--- src/rtl/spi_tx_sequencer.sv ---
// Byte FIFO feeding an SPI core: one start pulse per byte, done/timeout wait, inter-transfer gap.
// Optional sticky write-while-full flag enabled by defining SPI_TXSEQ_OVF_EN.
module spi_tx_sequencer #(
   parameter int unsigned DEPTH      = 4,
   parameter int unsigned GAP_CYCLES = 2,
   parameter int unsigned TIMEOUT    = 1023
) (
   input  logic                     clk,
   input  logic                     rst_n,
   input  logic                     wr_en,
   input  logic [7:0]               wr_data,
   output logic                     full,
   output logic                     empty,
   output logic [$clog2(DEPTH):0]   level,
   output logic [7:0]               spi_tx_data,
   output logic                     spi_tx_start,
   input  logic                     spi_tx_done,
   output logic                     busy,
   output logic                     timeout_err,
   input  logic                     err_clr,
   output logic                     overflow
);

   localparam int unsigned AW = $clog2(DEPTH);
   localparam int unsigned LW = AW + 1;
   localparam logic [15:0] TO_LAST  = 16'(TIMEOUT - 1);
   localparam logic [15:0] GAP_LAST = 16'((GAP_CYCLES == 0) ? 0 : GAP_CYCLES - 1);

   typedef enum logic [1:0] {IDLE, LOAD, WAIT_DONE, GAP} state_t;

   state_t        state, state_nxt;
   logic [7:0]    mem [DEPTH];
   logic [AW-1:0] wr_ptr, rd_ptr;
   logic [15:0]   cnt;
   logic          push, pop, to_hit;

   assign full   = (level == LW'(DEPTH));
   assign empty  = (level == '0);
   assign push   = wr_en && !full;
   assign pop    = (state == IDLE) && !empty;
   assign to_hit = (state == WAIT_DONE) && !spi_tx_done && (cnt == TO_LAST);

   always_ff @(posedge clk) begin
      if (push) mem[wr_ptr] <= wr_data;
   end

   // Push is gated by full, so a push+pop while full still drops the push.
   always_ff @(posedge clk or negedge rst_n) begin
      if (!rst_n) begin
         wr_ptr <= '0;
         rd_ptr <= '0;
         level  <= '0;
      end else begin
         if (push) wr_ptr <= wr_ptr + 1'b1;
         if (pop)  rd_ptr <= rd_ptr + 1'b1;
         unique case ({push, pop})
            2'b10:   level <= level + 1'b1;
            2'b01:   level <= level - 1'b1;
            default: ;
         endcase
      end
   end

   always_ff @(posedge clk or negedge rst_n) begin
      if (!rst_n) spi_tx_data <= '0;
      else if (pop) spi_tx_data <= mem[rd_ptr];
   end

   // State register
   always_ff @(posedge clk or negedge rst_n) begin
      if (!rst_n) state <= IDLE;
      else        state <= state_nxt;
   end

   // Shared timer: restarts on every state change, counts in WAIT_DONE and GAP
   always_ff @(posedge clk or negedge rst_n) begin
      if (!rst_n)                                 cnt <= '0;
      else if (state_nxt != state)                cnt <= '0;
      else if (state == WAIT_DONE || state == GAP) cnt <= cnt + 1'b1;
   end

   // Next-state logic
   always_comb begin
      state_nxt = state;
      unique case (state)
         IDLE:      if (!empty) state_nxt = LOAD;
         LOAD:      state_nxt = WAIT_DONE;
         WAIT_DONE: if (spi_tx_done || cnt == TO_LAST) state_nxt = GAP;
         GAP:       if (cnt == GAP_LAST) state_nxt = IDLE;
         default:   state_nxt = IDLE;
      endcase
   end

   // Output logic
   always_comb begin
      spi_tx_start = (state == LOAD);
      busy         = (state != IDLE);
   end

   always_ff @(posedge clk or negedge rst_n) begin
      if (!rst_n)       timeout_err <= 1'b0;
      else if (to_hit)  timeout_err <= 1'b1;
      else if (err_clr) timeout_err <= 1'b0;
   end

`ifdef SPI_TXSEQ_OVF_EN
   logic ovf_q;

   always_ff @(posedge clk or negedge rst_n) begin
      if (!rst_n)              ovf_q <= 1'b0;
      else if (wr_en && full)  ovf_q <= 1'b1;
      else if (err_clr)        ovf_q <= 1'b0;
   end

   assign overflow = ovf_q;
`else
   assign overflow = 1'b0;
`endif

endmodule

--- config.mk ---
export PLATFORM = sky130hd
export DESIGN_NAME = spi_tx_sequencer
export DESIGN_NICKNAME = d
export VERILOG_FILES = /design/src/rtl/spi_tx_sequencer.sv
export SDC_FILE = /design/constraint.sdc
export NUM_CORES = 1
export LEC_CHECK = 0
export CELL_PAD_IN_SITES_DETAIL_PLACEMENT = 2
export CELL_PAD_IN_SITES_GLOBAL_PLACEMENT = 2
export CORE_AREA = 2 2 89 91
export DETAILED_ROUTE_END_ITERATION = 8
export DIE_AREA = 0 0 91 93
export GPL_TIMING_DRIVEN = 1
export PLACE_DENSITY_LB_ADDON = 0.2
export SYNTH_ARGS = -nofsm -noshare
export SYNTH_HDL_FRONTEND = slang
export SYNTH_SLANG_ARGS = --single-unit
--- constraint.sdc ---
create_clock -name clk -period 6.1 [get_ports clk]
set_clock_uncertainty 0.1 [all_clocks]
set_input_delay 0.915 -clock clk [delete_from_list [all_inputs] [get_ports clk]]
set_output_delay 0.915 -clock clk [all_outputs]
set_load 0.02 [all_outputs]
==> flow_summary.yaml, run 1 <==
status:
  status: "finished, final reports clean"
place:
  place_congestion: 0.740
  dpl_cell_area_um2: 3300
  dp_hpwl_mm: 4.48
  portBuffers: 28
route:
  wl_per_cell_um: 18.2
  firstDrtPassIters: 4
  drc: 0
  via_count: 1780
  final_antenna_net_count: 0
  vias_per_cell: 5.00
  wirelength_mm: 6.49
  drt-initial-drc-count: 75
yosys:
  synth_cell_types: 37
  netlist.area_leader.share_pct: 32.6
  ys_async_sr_fraction_pct: 51.5
  synth-main-ff-cell: "dfrtp_1"
  syn_area_um2: 2950
  seq_area_frac_synth_pct: 61.5
  synth-edff-count: 32
  synth_warnings: 0
  syn-num-nets: 240
  yosysTopAreaCell: "edfxtp_1"
  synthTopCellsByArea: "edfxtp_1, dfrtp_1, mux4_2"
  synth.avg_cell_area_um2: 13.5
  ys_ff_latch: 66
  synth.top_cells.by_count: "dfrtp_1, edfxtp_1, nor2_1"
  yosysMostFrequentCell: "dfrtp_1"
  synthCells: 218
setup_path:
  r2r_setup_slack_ns: 3.08
  cp-end-kind: "output pin"
  crit_type: "reg2out"
  path_max_fanout: 7
  cp.arrival_ns: 2.36
  worstSetupStartpointType: "flip-flop"
  worstPathRequired_ns: 5.08
cts:
  clk_latency_ns: 0.34
  cts.sinks: 66
  cts_setup_buffers: 0
  htreeDepth: 3
  cts_buffer_depth: 2
  cts_made_buffers: 9
  root_buffer: "clkbuf_8"
  cts_tree: "yes"
  clk_pin_slew_ns: 0.07
  cts_hold_buf: 0
  ctsResizeCount: 0
global_route:
  groute.usage.overall_pct: 17.1
  met3_usage_pct: 5.16
  grt_pass1_vias: 2039
  grt_use_met2_pct: 27.3
  overflow: 0
  met1_usage_pct: 22.7
  grt_pass1_wl_mm: 10.9
  antenna_found_initial: 0
  grt_max_degree: 35
  grt_busiest_layer: "met2"
sta:
  tightest_slew_ns: 1.02
  drv_slew: 0
  final.min_clock_period_ns: 3.38
  fin_crit_sh_pct: 55.4
  finalHoldViolations: 0
  setup_tns_ns: 0
  max-slew-margin-rel_pct: 31.1
  rsz0062_at_grt: "no"
  fmaxAchievable_mhz: 296
  finalSetupViolCount: 0
finish:
  nNetsFinal: 271
  seq_area_um2: 1810
  multi_input_area_um2: 1040
  drive_above_1_share_pct: 15.4
  nFillCells: 766
  diodes: 0
  design_area_um2: 3520
  area_growth_pct: 19.3
floorplanning:
  start_util_pct: 39.2
  core-area_um2: 7530
  fp.dieArea_um2: 8460
  rows: 32
  dieHeight_um: 93
  die_x_um: 91
  ios: 30
power:
  p_per_area_nw_per_um2: 451
  leakage_nw: 1.34
  peakVddDrop_v: 0.000189
  finalPower_mw: 1.59
flow_run:
  drv_cap: 0
min_path:
  hold_path_class: "reg2reg"
[cell type report]
cell class / instances / share of cell area (%)
Sequential cell: 66 / 51.5
Timing Repair Buffer: 28 / 7.83
Inverter: 12 / 1.28
Multi-Input combinational cell: 132 / 29.5
Clock inverter: 6 / 2.60
Tap cell: 102 / 3.63
Clock buffer: 10 / 3.63
[through the flow]
step	hold slack [ns]	cells	worst slack, ns	utilization (%)
6_report	0.416	356	2.72	46.7
5_1_grt	0.445	356	2.56	46.7
4_1_cts	0.426	356	2.66	46.7
3_5_place_dp	0.408	340	3.04	43.8
3_3_place_gp	0.392	340	3.15	43.8
2_1_floorplan	0.407	218	3.50	-
[placed cells by master, fill, tap and decap left out, drive strengths merged, types with 2 or more instances in the layout]
cell type | synthesis | routed
a21oi | 3 | 3
and2 | 6 | 6
and3 | 2 | 2
bufinv | 0 | 2
clkbuf | 3 | 10
clkdlybuf4s50 | 0 | 27
clkinvlp | 0 | 3
dfrtp | 34 | 34
edfxtp | 32 | 32
ha | 8 | 8
inv | 12 | 12
mux2 | 8 | 8
mux4 | 8 | 8
nand2 | 15 | 15
nand3 | 8 | 8
nand4 | 4 | 4
nor2 | 22 | 22
nor2b | 3 | 3
nor3 | 5 | 5
nor3b | 2 | 2
nor4 | 4 | 4
o21ai | 7 | 7
xnor2 | 6 | 6
xor2 | 12 | 12
[registers in the layout (all words and copies together), names as in the netlist]
register     flops
mem             32
cnt             16
spi_tx_data      8
level            3
rd_ptr           2
state            2
wr_ptr           2
timeout_err      1
[worst max-delay path, stage by stage, from the launching register on]
cell and delay, ns:
dfrtp_1 0.42, nor3_1 0.85, clkdlybuf4s50_1 0.77
[per-layer routing]
layer | up-vias | wire length (um)
li1 | 831 | -
met1 | 910 | 2980
met2 | 33 | 3170
met3 | 6 | 263
met4 | 0 | 74
met5 | - | 0
[kinds of logic after synthesis]
logic type,synth area share [%]
buf+inv,3.31
xor+xnor,5.35
fa+ha+maj,4.07
simple gates,13.4
compound gates,2.80
flops,61.5
other cells,0.127
mux,9.51
[path summary, 6_finish.rpt]
kind	end	start	cells after the start
setup / recovery	empty	level[0]$_DFFE_PN0P_	2
hold / removal	spi_tx_data[0]$_DFFE_PN0P_	spi_tx_data[0]$_DFFE_PN0P_	1
setup reg to reg	level[2]$_DFFE_PN0P_	state[1]$_DFF_PN0_	9
hold reg to reg	spi_tx_data[0]$_DFFE_PN0P_	spi_tx_data[0]$_DFFE_PN0P_	1
max in group asynchronous	level[0]$_DFFE_PN0P_	rst_n	1
min in group asynchronous	spi_tx_data[6]$_DFFE_PN0P_	rst_n	1
[power breakdown]
group          switching, mW  internal [mW]  total, mW
Sequential            0.0967          0.579      0.676
Clock                  0.174          0.231      0.404
Combinational          0.262          0.245      0.506
No activity file was read; power rests on OpenSTA's default activity.
==> run 2, diff against run 1 <==
--- a/config.mk
+++ b/config.mk
@@ -7,9 +7,9 @@
 export LEC_CHECK = 0
 export CELL_PAD_IN_SITES_DETAIL_PLACEMENT = 2
 export CELL_PAD_IN_SITES_GLOBAL_PLACEMENT = 2
-export CORE_AREA = 2 2 89 91
+export CORE_AREA = 2 2 95 97
 export DETAILED_ROUTE_END_ITERATION = 8
-export DIE_AREA = 0 0 91 93
+export DIE_AREA = 0 0 97 99
 export GPL_TIMING_DRIVEN = 1
 export PLACE_DENSITY_LB_ADDON = 0.2
 export SYNTH_ARGS = -nofsm -noshare
==> constraint.sdc (replaced) <==
create_clock -name clk -period 2.9 [get_ports clk]
set_clock_uncertainty 0.1 [all_clocks]
set_input_delay 0.435 -clock clk [delete_from_list [all_inputs] [get_ports clk]]
set_output_delay 0.435 -clock clk [all_outputs]
set_load 0.02 [all_outputs]
==> flow_summary.yaml, run 2 (synthesis results as in run 1) <==
finish:
  multi_input_area_um2: 1040
  top_register: "mem"
  layout_common_cells: "dfrtp_1, edfxtp_1, clkdlybuf4s50_1"
  layout_commonest_cell: "dfrtp_1"
  drive_above_1_share_pct: 16.0
  finalNonFillerCells: 365
  nFillCells: 875
  nNetsFinal: 274
  diodes: 0
  largest_reg_flops: 32
  top_regs: "mem x32, cnt x16, spi_tx_data x8"
  area_growth_pct: 20.0
  seq_area_um2: 1810
cts:
  htreeDepth: 3
  clk_latency_ns: 0.34
  cts_tree: "yes"
  root_buffer: "clkbuf_8"
  cts_buffer_depth: 2
  cts.sinks: 66
  cts_setup_buffers: 0
  ctsResizeCount: 0
  cts_hold_buf: 0
  clk_pin_slew_ns: 0.07
  cts_made_buffers: 9
sta:
  finalHoldViolations: 0
  fmaxAchievable_mhz: 427
  drv_slew: 0
  setup_tns_ns: 0
  max-slew-margin-rel_pct: 45.3
  finalSetupViolCount: 0
  tightest_slew_ns: 0.821
  fin_crit_sh_pct: 80.8
  rsz0062_at_grt: "no"
  final.min_clock_period_ns: 2.34
power:
  swShare_pct: 33.0
  combPwrFrac_pct: 32.1
  switchingPower_mw: 1.10
  leakage_nw: 1.36
  p_per_area_nw_per_um2: 942
  pwr-share-clk_pct: 25.1
  internal_power_mw: 2.23
  peakVddDrop_v: 0.000395
  pwr-share-seq_pct: 42.7
route:
  via_count: 1788
  firstDrtPassIters: 4
  vias_per_cell: 4.90
  final_antenna_net_count: 0
  wl_per_cell_um: 17.8
  wirelength_mm: 6.49
  drc: 0
  drt-initial-drc-count: 26
floorplanning:
  start_util_pct: 34.5
  die_x_um: 97
  core-area_um2: 8550
  dieHeight_um: 99
  ios: 30
  fp.dieArea_um2: 9600
  rows: 34
flow_run:
  drv_cap: 0
place:
  place_congestion: 0.693
  dp_cells: 349
  portBuffers: 28
  dp_hpwl_mm: 4.52
setup_path:
  cp-end-kind: "flip-flop"
  cp.arrival_ns: 2.50
  cp_common_cell: "nor2_1"
  slowest_stage: "dfrtp_1"
  timing.rr.start: "state[1]$_DFF_PN0_"
  worstSetupStartpointType: "flip-flop"
  max_stage_delay_ns: 0.45
  crit_type: "reg2reg"
  path_max_fanout: 8
  r2r_setup_slack_ns: 0.56
  r2r_end: "level[2]$_DFFE_PN0P_"
  path_cells: "nor2_1 > inv_1 > nor2_1 > ha_1 > inv_1 > fa_1 > xor2_1 > nor2_1 > xor2_1"
  reg2regPathDepth: 9
  worstPathRequired_ns: 3.05
global_route:
  overflow: 0
  grt_max_degree: 35
  grt_pass1_vias: 2039
  grt_pass1_wl_mm: 11.2
  groute.usage.overall_pct: 15.2
  antenna_found_initial: 0
min_path:
  hold_path_class: "in2async"
status:
  status: "finished, final reports clean"
[run 2: changes by cell type in the layout (fill, tap and decap cells not counted)]
cell and change:
buf_4 +3, clkinv_2 +2, clkinvlp_4 -3, clkbuf_1 +1
[run 2: power groups by stage]
stage | clock (mW) | combinational, mW | sequential, mW
floorplan | 0 | 0.678 | 1.43
global placement | 0 | 1.06 | 1.43
detailed placement | 0 | 1.10 | 1.45
CTS | 0.869 | 1.10 | 1.44
global route | 0.907 | 1.19 | 1.47
finish | 0.837 | 1.07 | 1.42
[run 2: layout make-up]
cell class	instances	share of cell area (%)
timing repair buffer	31	8.42
tap	108	3.82
clock buffer	11	3.71
inverter	12	1.27
multi-input combinational	132	29.3
sequential	66	51.2
clock inverter	5	2.23
[run 2: worst max path at each step]
stage	from	end	slack (ns)	cells after the start
final	state[1]$_DFF_PN0_	level[2]$_DFFE_PN0P_	0.56	9
after floorplan	level[0]$_DFFE_PN0P_	level[2]$_DFFE_PN0P_	0.30	9
after detailed placement	wr_en	level[2]$_DFFE_PN0P_	0.45	10
after global placement	wr_en	level[2]$_DFFE_PN0P_	0.59	10
after global routing	state[1]$_DFF_PN0_	level[2]$_DFFE_PN0P_	0.31	9
after CTS	state[1]$_DFF_PN0_	level[2]$_DFFE_PN0P_	0.50	9
[run 2: metal layers]
layer / track usage [%] / vias to the layer above / part of all wire [%]
li1: - / 831 / -
met1: 20.5 / 920 / 47
met2: 23.7 / 31 / 48
met3: 3.48 / 6 / 2.7
met4: 6.83 / 0 / 1.4
met5: 0 / - / 0
[run 2: worst max-delay path: cells and delay by family, from the launching register on]
kind,cells,cell delay [ns]
adder cells (fa/ha/maj),2,0.59
flip-flops,1,0.45
buffers and inverters,2,0.16
XOR/XNOR,2,0.34
AND/OR/NAND/NOR,3,0.61
[run 2: through the flow]
step                instance area (um2)  hold slack, ns  utilization [%]  power, mW  worst slack, ns
floorplan                          2950          0.0394                -       2.11            0.303
global route                       3540           0.145             41.4       3.56            0.312
global placement                   3330           0.390             38.9       2.49            0.591
detailed placement                 3330           0.400             38.9       2.55            0.454
CTS                                3540           0.122             41.4       3.41            0.503
finish                             3540          0.0836             41.4       3.33            0.556
==> run 3, diff against run 2 <==
--- a/config.mk
+++ b/config.mk
@@ -7,9 +7,9 @@
 export LEC_CHECK = 0
 export CELL_PAD_IN_SITES_DETAIL_PLACEMENT = 2
 export CELL_PAD_IN_SITES_GLOBAL_PLACEMENT = 2
-export CORE_AREA = 2 2 95 97
+export CORE_AREA = 2 2 90 92
 export DETAILED_ROUTE_END_ITERATION = 8
-export DIE_AREA = 0 0 97 99
+export DIE_AREA = 0 0 92 94
 export GPL_TIMING_DRIVEN = 1
 export PLACE_DENSITY_LB_ADDON = 0.2
 export SYNTH_ARGS = -nofsm -noshare
==> constraint.sdc (replaced) <==
create_clock -name clk -period 2.3 [get_ports clk]
set_clock_uncertainty 0.1 [all_clocks]
set_input_delay 0.345 -clock clk [delete_from_list [all_inputs] [get_ports clk]]
set_output_delay 0.345 -clock clk [all_outputs]
set_load 0.02 [all_outputs]
==> flow_summary.yaml, run 3 (synthesis results as in run 1) <==
status:
  status: "finished, violations left"
  violations: "negative hold slack"
setup_path:
  slowest_stage: "clkdlybuf4s50_1"
  cp.arrival_ns: 1.68
  r2r_end: "cnt[14]$_DFFE_PN0P_"
  cp_top_family: "buffers and inverters"
  max_stage_delay_ns: 0.60
  critPathBufInv: 2
  path_cells: "inv_1 > and3_2 > clkdlybuf4s50_1"
  worstSetupStartpointType: "flip-flop"
  r2r_setup_slack_ns: 0.21
  reg2regPathDepth: 5
  cp-end-kind: "output pin"
  worstPathRequired_ns: 1.86
  path_max_fanout: 4
  crit_type: "reg2out"
  timing.rr.start: "cnt[11]$_DFFE_PN0P_"
min_path:
  hold_path_class: "in2async"
place:
  portBuffers: 28
  place_congestion: 0.685
  dp_hpwl_mm: 4.65
  place_ws_ns: 0.135
floorplanning:
  core-area_um2: 7610
  die_x_um: 92
  ios: 30
  start_util_pct: 38.7
  dieHeight_um: 94
  rows: 32
  fp.dieArea_um2: 8650
power:
  peakVddDrop_v: 0.000629
  p_per_area_nw_per_um2: 1220
  leakage_nw: 1.41
sta:
  finalHoldViolations: 2
  hold_slack_ns: -0.00609
  drv_slew: 0
  setup_tns_ns: 0
  finalSetupViolCount: 0
  max-slew-margin-rel_pct: 43.8
  final.min_clock_period_ns: 2.13
  rsz0062_at_grt: "no"
  fmaxAchievable_mhz: 470
  tightest_slew_ns: 0.844
  setup_ws_ns: 0.172
  fin_crit_sh_pct: 92.5
cts:
  cts_buffer_depth: 2
  cts_tree: "yes"
  htreeDepth: 3
  root_buffer: "clkbuf_8"
  clk_latency_ns: 0.34
  cts.sinks: 66
  cts_made_buffers: 9
  cts_setup_buffers: 0
  clk_pin_slew_ns: 0.08
global_route:
  antenna_found_initial: 0
  grt_pass1_wl_mm: 11.3
  overflow: 0
  grt_pass1_vias: 2116
  groute.usage.overall_pct: 17.9
  grt_max_degree: 35
route:
  firstDrtPassIters: 4
  drc: 0
  wl_per_cell_um: 18.8
  final_antenna_net_count: 0
  via_count: 1851
  vias_per_cell: 5.07
  drt-initial-drc-count: 84
  wirelength_mm: 6.85
finish:
  top_regs: "mem x32, cnt x16, spi_tx_data x8"
  nNetsFinal: 280
  largest_reg_flops: 32
  diodes: 0
  nFillCells: 786
  layout_common_cells: "dfrtp_1, edfxtp_1, clkdlybuf4s50_1"
  area_growth_pct: 23.2
  top_register: "mem"
  drive_above_1_share_pct: 20.9
flow_run:
  drv_cap: 0
## run 3: cell types whose count changed in the layout (fill, tap and decap cells not counted), moves of 2 or more
cell | previous run | this run
dfrtp_1 | 34 | 32
nor2_2 | 0 | 2
buf_4 | 3 | 9
dfrtp_2 | 0 | 2
nor2_1 | 21 | 19
clkinv_2 | 2 | 0
## run 3: stage by stage
step	utilization, %	power (mW)	instance area [um2]	std cells
after floorplan	-	2.68	2960	218
after global placement	44.4	3.19	3380	349
after detailed placement	44.4	3.28	3380	349
after CTS	47.6	4.50	3620	365
after global routing	47.7	4.70	3630	365
final	47.7	4.43	3630	365
## run 3: where the power goes
part	internal (mW)	total (mW)	switching (mW)
sequential	1.54	1.76	0.222
clock	0.724	1.18	0.458
combinational	0.714	1.48	0.768
## run 3: metal layers
metal  part of all wire (%)  vias up  global-route usage (%)
met5                      0        -                       0
met4                    2.3        0                    9.70
met3                    2.1       13                    2.97
met2                     52       29                    30.5
met1                     44      966                    21.9
li1                       -      843                       -
## run 3: worst max-delay path by stage
stage	startpoint	to	slack (ns)	cells after the start
3_5_place_dp	wr_en	level[2]$_DFFE_PN0P_	0.14	9
3_3_place_gp	wr_en	level[2]$_DFFE_PN0P_	0.17	9
2_1_floorplan	state[1]$_DFF_PN0_	level[2]$_DFFE_PN0P_	0.02	10
4_1_cts	level[0]$_DFFE_PN0P_	empty	0.03	3
5_1_grt	state[0]$_DFF_PN0_	level[2]$_DFFE_PN0P_	0.0009	9
6_report	level[0]$_DFFE_PN0P_	full	0.17	3
## run 3: worst reg2reg max path: cells and delay by family (launching register included)
family	cells	cell delay (ns)
AND/OR/NAND/NOR	4	1.33
flip-flops	1	0.40
AO/OA/AOI/OAI	1	0.14
## run 3: repair_timing
item	CTS	global route
hold buffers	0	0
gates resized for setup	0	5
endpoints found under the setup margin	0	2
## run 3: final cells by class
type	instances	area, um2	share of cell area (%)
Multi-Input combinational cell	132	1060	29.1
Tap cell	102	128	3.51
Timing Repair Buffer	37	345	9.51
Inverter	12	45.0	1.24
Clock buffer	10	128	3.51
Sequential cell	66	1810	50.0
Clock inverter	6	115	3.17
